**config.mk**
```make
export PLATFORM = sky130hd
export DESIGN_NAME = branch_resolve_unit
export DESIGN_NICKNAME = d
export VERILOG_FILES = /design/src/rtl/branch_resolve_unit.sv
export SDC_FILE = /design/constraint.sdc
export NUM_CORES = 1
export LEC_CHECK = 0
export ABC_AREA = 1
export CELL_PAD_IN_SITES_DETAIL_PLACEMENT = 0
export CELL_PAD_IN_SITES_GLOBAL_PLACEMENT = 2
export CORE_MARGIN = 5
export CORE_UTILIZATION = 21
export DETAILED_ROUTE_END_ITERATION = 8
export HOLD_SLACK_MARGIN = 0.08
export PLACE_DENSITY_LB_ADDON = 0.1
export SLEW_MARGIN = 20
export SYNTH_ARGS = -nofsm -noshare
export SYNTH_HDL_FRONTEND = slang
export SYNTH_SLANG_ARGS = --single-unit
```
**constraint.sdc**
```tcl
create_clock -name clk -period 1.53 [get_ports clk]
set_input_delay 0.306 -clock clk [delete_from_list [all_inputs] [get_ports clk]]
set_output_delay 0.306 -clock clk [all_outputs]
set_load 0.01 [all_outputs]
```
**src/rtl/branch_resolve_unit.sv**
```systemverilog
// branch_resolve_unit
//   EX-stage branch/jump resolution. Selects signed/unsigned compare on the
//   external comparator, decides taken/not-taken, registers the redirect
//   target, runs the fetch redirect handshake and sequences IF/ID and ID/EX
//   flushes.
//
// Ports
//   clk, rst                 clock, asynchronous active-high reset
//   stall_in                 blocks acceptance of a new branch/jump in IDLE
//   br_valid/br_funct3/br_pc/br_imm   conditional branch in EX
//   jump_valid/jump_target   JAL/JALR in EX (priority over br_valid)
//   breq_flag/brlt_flag      comparator flags; brun_en selects unsigned compare
//   redirect_valid/ready/pc  fetch redirect handshake
//   flush_ifid/flush_idex    pipeline squash controls
//   misalign, illegal_br     one-cycle status pulses
//   busy                     FSM not idle
//   stat_branches/stat_taken branch counters
//
// Build option
//   BRANCH_STATS_EN : when defined, builds saturating branch counters;
//                     otherwise the stat outputs are tied to 0.
module branch_resolve_unit #(
    parameter int XLEN         = 32,
    parameter int FLUSH_CYCLES = 1
) (
    input  logic            clk,
    input  logic            rst,
    input  logic            stall_in,
    input  logic            br_valid,
    input  logic [2:0]      br_funct3,
    input  logic [XLEN-1:0] br_pc,
    input  logic [XLEN-1:0] br_imm,
    input  logic            jump_valid,
    input  logic [XLEN-1:0] jump_target,
    input  logic            breq_flag,
    input  logic            brlt_flag,
    output logic            brun_en,
    input  logic            redirect_ready,
    output logic            redirect_valid,
    output logic [XLEN-1:0] redirect_pc,
    output logic            flush_ifid,
    output logic            flush_idex,
    output logic            misalign,
    output logic            illegal_br,
    output logic            busy,
    output logic [31:0]     stat_branches,
    output logic [31:0]     stat_taken
);

    localparam logic [1:0] S_IDLE     = 2'd0;
    localparam logic [1:0] S_REDIRECT = 2'd1;
    localparam logic [1:0] S_FLUSH    = 2'd2;

    // FLUSH lasts FLUSH_CYCLES cycles: load N-1, leave when the count hits 0.
    localparam logic [1:0] FLUSH_LOAD = 2'(FLUSH_CYCLES - 1);

    logic [1:0]      state_q, state_d;
    logic [XLEN-1:0] redirect_pc_q, redirect_pc_d;
    logic [1:0]      flush_cnt_q, flush_cnt_d;
    logic            misalign_q, misalign_d;
    logic            illegal_q, illegal_d;

    logic            br_legal, br_taken, idle_open, accept;
    logic [XLEN-1:0] jmp_tgt, target;

    assign brun_en = (br_funct3[2:1] == 2'b11);

    always_comb begin
        br_legal = (br_funct3[2:1] != 2'b01);
        case (br_funct3)
            3'b000:         br_taken = breq_flag;
            3'b001:         br_taken = !breq_flag;
            3'b100, 3'b110: br_taken = brlt_flag;
            3'b101, 3'b111: br_taken = !brlt_flag;
            default:        br_taken = 1'b0;
        endcase

        jmp_tgt    = jump_target;
        jmp_tgt[0] = 1'b0;
        target     = jump_valid ? jmp_tgt : (br_pc + br_imm);

        // Anything arriving outside IDLE is wrong-path and is being flushed.
        idle_open = (state_q == S_IDLE) && !stall_in;
        accept    = idle_open && (jump_valid || (br_valid && br_taken));
    end

    always_comb begin
        state_d       = state_q;
        redirect_pc_d = redirect_pc_q;
        flush_cnt_d   = flush_cnt_q;
        misalign_d    = 1'b0;
        illegal_d     = idle_open && br_valid && !br_legal;
        case (state_q)
            S_IDLE: begin
                if (accept) begin
                    redirect_pc_d = target;
                    misalign_d    = target[1];
                    state_d       = S_REDIRECT;
                end
            end
            S_REDIRECT: begin
                if (redirect_ready) begin
                    flush_cnt_d = FLUSH_LOAD;
                    state_d     = S_FLUSH;
                end
            end
            S_FLUSH: begin
                if (flush_cnt_q == 2'd0) state_d = S_IDLE;
                else                     flush_cnt_d = flush_cnt_q - 2'd1;
            end
            default: state_d = S_IDLE;
        endcase
    end

    always_ff @(posedge clk or posedge rst) begin
        if (rst) begin
            state_q       <= S_IDLE;
            redirect_pc_q <= '0;
            flush_cnt_q   <= '0;
            misalign_q    <= 1'b0;
            illegal_q     <= 1'b0;
        end else begin
            state_q       <= state_d;
            redirect_pc_q <= redirect_pc_d;
            flush_cnt_q   <= flush_cnt_d;
            misalign_q    <= misalign_d;
            illegal_q     <= illegal_d;
        end
    end

    // State-decoded outputs so an async reset clears them in the same cycle.
    assign redirect_valid = (state_q == S_REDIRECT);
    assign flush_idex     = (state_q == S_REDIRECT);
    assign flush_ifid     = (state_q == S_REDIRECT) || (state_q == S_FLUSH);
    assign busy           = (state_q != S_IDLE);
    assign redirect_pc    = redirect_pc_q;
    assign misalign       = misalign_q;
    assign illegal_br     = illegal_q;

`ifdef BRANCH_STATS_EN
    logic [31:0] stat_br_q, stat_br_d, stat_tk_q, stat_tk_d;

    always_comb begin
        stat_br_d = stat_br_q;
        stat_tk_d = stat_tk_q;
        if (idle_open && br_valid && br_legal && (stat_br_q != 32'hFFFF_FFFF))
            stat_br_d = stat_br_q + 32'd1;
        // A jump wins over a simultaneous branch, so that branch is not taken.
        if (accept && !jump_valid && (stat_tk_q != 32'hFFFF_FFFF))
            stat_tk_d = stat_tk_q + 32'd1;
    end

    always_ff @(posedge clk or posedge rst) begin
        if (rst) begin
            stat_br_q <= '0;
            stat_tk_q <= '0;
        end else begin
            stat_br_q <= stat_br_d;
            stat_tk_q <= stat_tk_d;
        end
    end

    assign stat_branches = stat_br_q;
    assign stat_taken    = stat_tk_q;
`else
    assign stat_branches = 32'd0;
    assign stat_taken    = 32'd0;
`endif

endmodule

```
* Word-level counts from Yosys, hierarchy flattened
Cells that the tools add are included. Widths: inputs -> output; s select.
Cells by class: $add $sub $neg 2, eq/ne operators 13, mux-type cells 11, reductions and logical operators 21
Operators by type and width (number):
- $add 32x32->32 | 1
- $mux 32 | 1
- $eq 3x3->1 const B | 4
- $mux 2 | 5
- $ne 2x2->1 const B | 4
- $pmux 2 s3 | 1
- $reduce_and 3->1 | 2
- $logic_and 1x1->1 | 5
- $eq 2x2->1 const B | 2
- $logic_not 1->1 | 4
- $logic_not 2->1 | 2
- $pmux 1 s4 | 1
- $pmux 2 s2 | 1
- $reduce_bool 2->1 | 2
- $reduce_or 2->1 | 2
- $eq 3x1->1 const B | 1
- $logic_not 3->1 | 1
- $eq 2x1->1 const B | 1
- $logic_or 1x1->1 | 2
- $mux 1 | 2
- $ne 2x1->1 const B | 1
- $reduce_and 2->1 | 1
- $sub 2x1->2 const B | 1
Storage, ports and cells: bits in registers 38, input bits 107, output and inout port bits 103, word-level logic and storage cells 52

* Depth between registers and ports, before layout
depth in word-level cells 8, depth in mapped cells 15

* Worst setup path before layout
OpenSTA, ideal clock, no wires.
path kind in2reg, start input port br_pc[0], end register redirect_pc_q[28], in the netlist redirect_pc[28], arrival 1660 ps, path slack -247 ps, stages 13, path through ha_1 -> inv_1 -> fa_1 -> inv_1 -> nand3_1 -> nand3_1 -> nand3_1 -> nand3_1 -> nand2_1 -> nand3_1 -> nand3_1 -> nand2_1 -> nand2_1
Between the ends: cells in the longest elaborated chain, start to end 2
RTL lines:
- start: declaration | RTL line 31 | input logic [XLEN-1:0] br_pc,
- $add 32x32->32 | RTL line 80 | target = jump_valid ? jmp_tgt : (br_pc + br_imm);
- $mux 32 | RTL line 80
- end signal: assignment | RTL line 124 | redirect_pc_q <= redirect_pc_d;
- end: declaration | RTL line 58 | logic [XLEN-1:0] redirect_pc_q, redirect_pc_d;
No other way between the ends. A chain may end at the register's enable or synchronous reset.

* Final worst setup path
start input port br_pc[4], end register redirect_pc_q[10], in the netlist redirect_pc[10]
Same word-level chain as after synthesis.

==> impl_results.md <==
- Max Root-Sink Buffers: 2
- Setup violations, final: 3
- DR pass1 iterations: 4
- Max Freq: 0.6467 GHz
- Ys Warns: 0
- Yosys reg bits: 38
- Setup_tns: -0.03239 ns
- Row count: 55
- Hold Fails Final Rpt: 0
- Total Power: 7931 uW
- I/O Buffers: 144
- Tot GR Track Use: 0.1410
- Initial antenna violation count: 0
- Cell area power density: 841.1 nW/um2
- Worst r2r src: state_q[0]
- Dpl ws: -0.8329 ns
- Hold Path Class: input pin to asynchronous set/reset pin
- Final period util: 1.011
- Max FO, Critical Path: 3
- Setup CP Type: input pin to flip-flop
- Yosys cell types: 33
- Num CTS Buffers: 5
- Maxcap violations: 0
- Most frequent cells in the layout: nand2_1 (135), nand2_2 (108), buf_4 (89), inv_1 (86), conb_1 (64)
- Clk Latency, worst-skew pair: 0.28 ns
- Detail Route Antenna Nets: 0
- DRC Markers: 0
- Ports: 210
- R2R depth: 9
- H-tree Lvls: 2
- Iter 0 DRT Violations: 99
- Vias/cell: 3.999
- Die W: 160.2 um
- Die Area: 25660 um2
- Clock root buffer: clkbuf_16
- Share of cells above drive strength 1: 0.5240
- WHS: approximately 0.37 ns
- Predominant post-synthesis flop cell: dfrtp_1
- Filler cells: 2382
- Slew Limit Fails: 0
- Hold_buf cts: 0
- Core area: 22430 um2
- First-pass GRT wire length: a little under 30000 um
- Largest net degree at the start of global routing: 39
- Status: complete, but fails checks
- Wirelength per Cell: roughly 14 um
- Arrival @ worst endpoint: 1.72 ns
- Most common cell after layout, fill and taps aside: nand2_1
- Peak supply drop: 489.9 uV
- Leak Pwr: ~0.0049 uW
- CP endpoint kind: flip-flop
- Initial Util: 0.2112
- Final worst slack: -0.01635 ns
- P&R area growth vs syn: 99.05%
- Worst Clk Skew: roughly 0.0026 ns
- CP Launch Type: input pin
- Sequential fraction of the synthesis area: 0.2007
- Avg Inst Size Synth: 5.805 um2
- Reg2reg setup slack: 0.06 ns
- GRT overflow: 0
- Post-synth EDFFs: 0
- End of the worst register-to-register path: redirect_pc[11]
- Number of global-route vias before repair: 5465
- Tmin final: 1.546 ns
- Final nets: 1228
- Area of the mapped netlist: around 4700 um2
- RSZ-0062 raised after global routing: true
- Clk sinks: 38
- Final HPWL DP: 15260 um
- Worst path required time: 1.70 ns
- Setup crit start: br_pc[4]
- WL final: ~19000 um
- Failing checks: setup timing
- Async SR Flop Fraction: 1.000
- Critical Path Sink: redirect_pc[10]
- Via count: 5475
- Clock Pin Slew Worst Setup and Hold Paths: 0.06 ns
- Routability congestion estimate: approximately 0.78
- Die span in y: around 160 um
- Antenna cells: 0
- Mapped Cells: 816
- TritonCTS clock tree: done
-- Yosys cell counts, types with 3 or more instances --
cell | count | share of area
inv_1 | 131 | 0.10
xnor2_1 | 7 | 0.013
dfrtp_1 | 38 | 0.20
a21oi_1 | 39 | 0.041
clkbuf_1 | 4 | 0.0032
o21ai_0 | 15 | 0.016
xor2_1 | 5 | 0.0092
or2_2 | 3 | 0.0040
nand3_1 | 48 | 0.051
and2_1 | 3 | 0.0040
nor2_1 | 88 | 0.070
ha_1 | 35 | 0.092
nand4_1 | 3 | 0.0040
buf_4 | 66 | 0.10
buf_2 | 6 | 0.0063
o211ai_1 | 3 | 0.0048
nand2_2 | 5 | 0.0066
nand2_1 | 297 | 0.24
-- through the flow --
step                      area (um2)  std cells    util
final                           9429       1369  0.4203
after global routing            9429       1369  0.4203
after CTS                       8606       1352  0.3836
after detailed placement        7106       1319  0.3167
after global placement          7106       1319  0.3167
after floorplan                 5141        879       -
-- where the power goes --
| group | total, uW | leakage (uW) | internal, uW | switching (uW) |
|---|---|---|---|---|
| clock | 1030 | 0.0000688 | 630 | 396 |
| sequential | 1710 | 0.000466 | 1450 | 254 |
| combinational | 5200 | 0.00432 | 2620 | 2580 |
-- cells by family after synthesis --
kind of cell / share of synthesized area
AOI/OAI and AO/OA: 0.07369
xor gates and xnor gates: 0.02219
adders and majority gates: 0.09667
buffers and inverters: 0.2203
DFF: 0.2007
other: 0.0007916
and+or+nand+nor: 0.3856
-- final cells by class --
cell class	count	area (um2)	share of cell area
inverter	133	504.2	0.05348
tap	285	356.6	0.03782
sequential	38	950.9	0.1008
timing repair buffer	276	2552	0.2707
clock buffer	6	138.9	0.01473
multi-input combinational	631	4926	0.5224
-- worst min path at each step --
stage,endpoint,slack [ns],cells after the start
finish,redirect_pc[29],0.37,3
global route,redirect_pc[29],0.41,3
CTS,redirect_pc[29],0.38,3
detailed placement,redirect_pc[17],0.47,2
global placement,redirect_pc[20],0.46,2
floorplan,illegal_br,0.38,1
-- what timing repair did --
item	CTS	global route
buffers inserted	26	17
endpoints found under the setup margin	42	48
resized for setup	540	238
pin swaps	187	194
cloned	1	0
-- critical path, stage by stage --
cell,delay (ns)
buf_6,0.10
ha_4,0.26
buf_6,0.13
nand2_4,0.09
inv_2,0.04
nand2_2,0.09
nand2_2,0.06
nand2_2,0.09
nand3_4,0.10
buf_6,0.13
or2_4,0.22
nand3_2,0.06
a21oi_2,0.05
-- registers in the layout, summed over array words and instances (netlist names) --
signal       count
flush_cnt_q      2
misalign         1
state_q          2
illegal_br       1
redirect_pc     32
-- per-layer routing --
| layer | vias up | global-route usage | share of wire |
|---|---|---|---|
| met5 | - | 0 | 0 |
| met4 | 0 | 0.02112 | 0.0066 |
| met3 | 7 | 0.01755 | 0.038 |
| met2 | 134 | 0.2156 | 0.44 |
| met1 | 2442 | 0.2154 | 0.52 |
| li1 | 2892 | - | - |
Power figures use the tool's default switching activity.
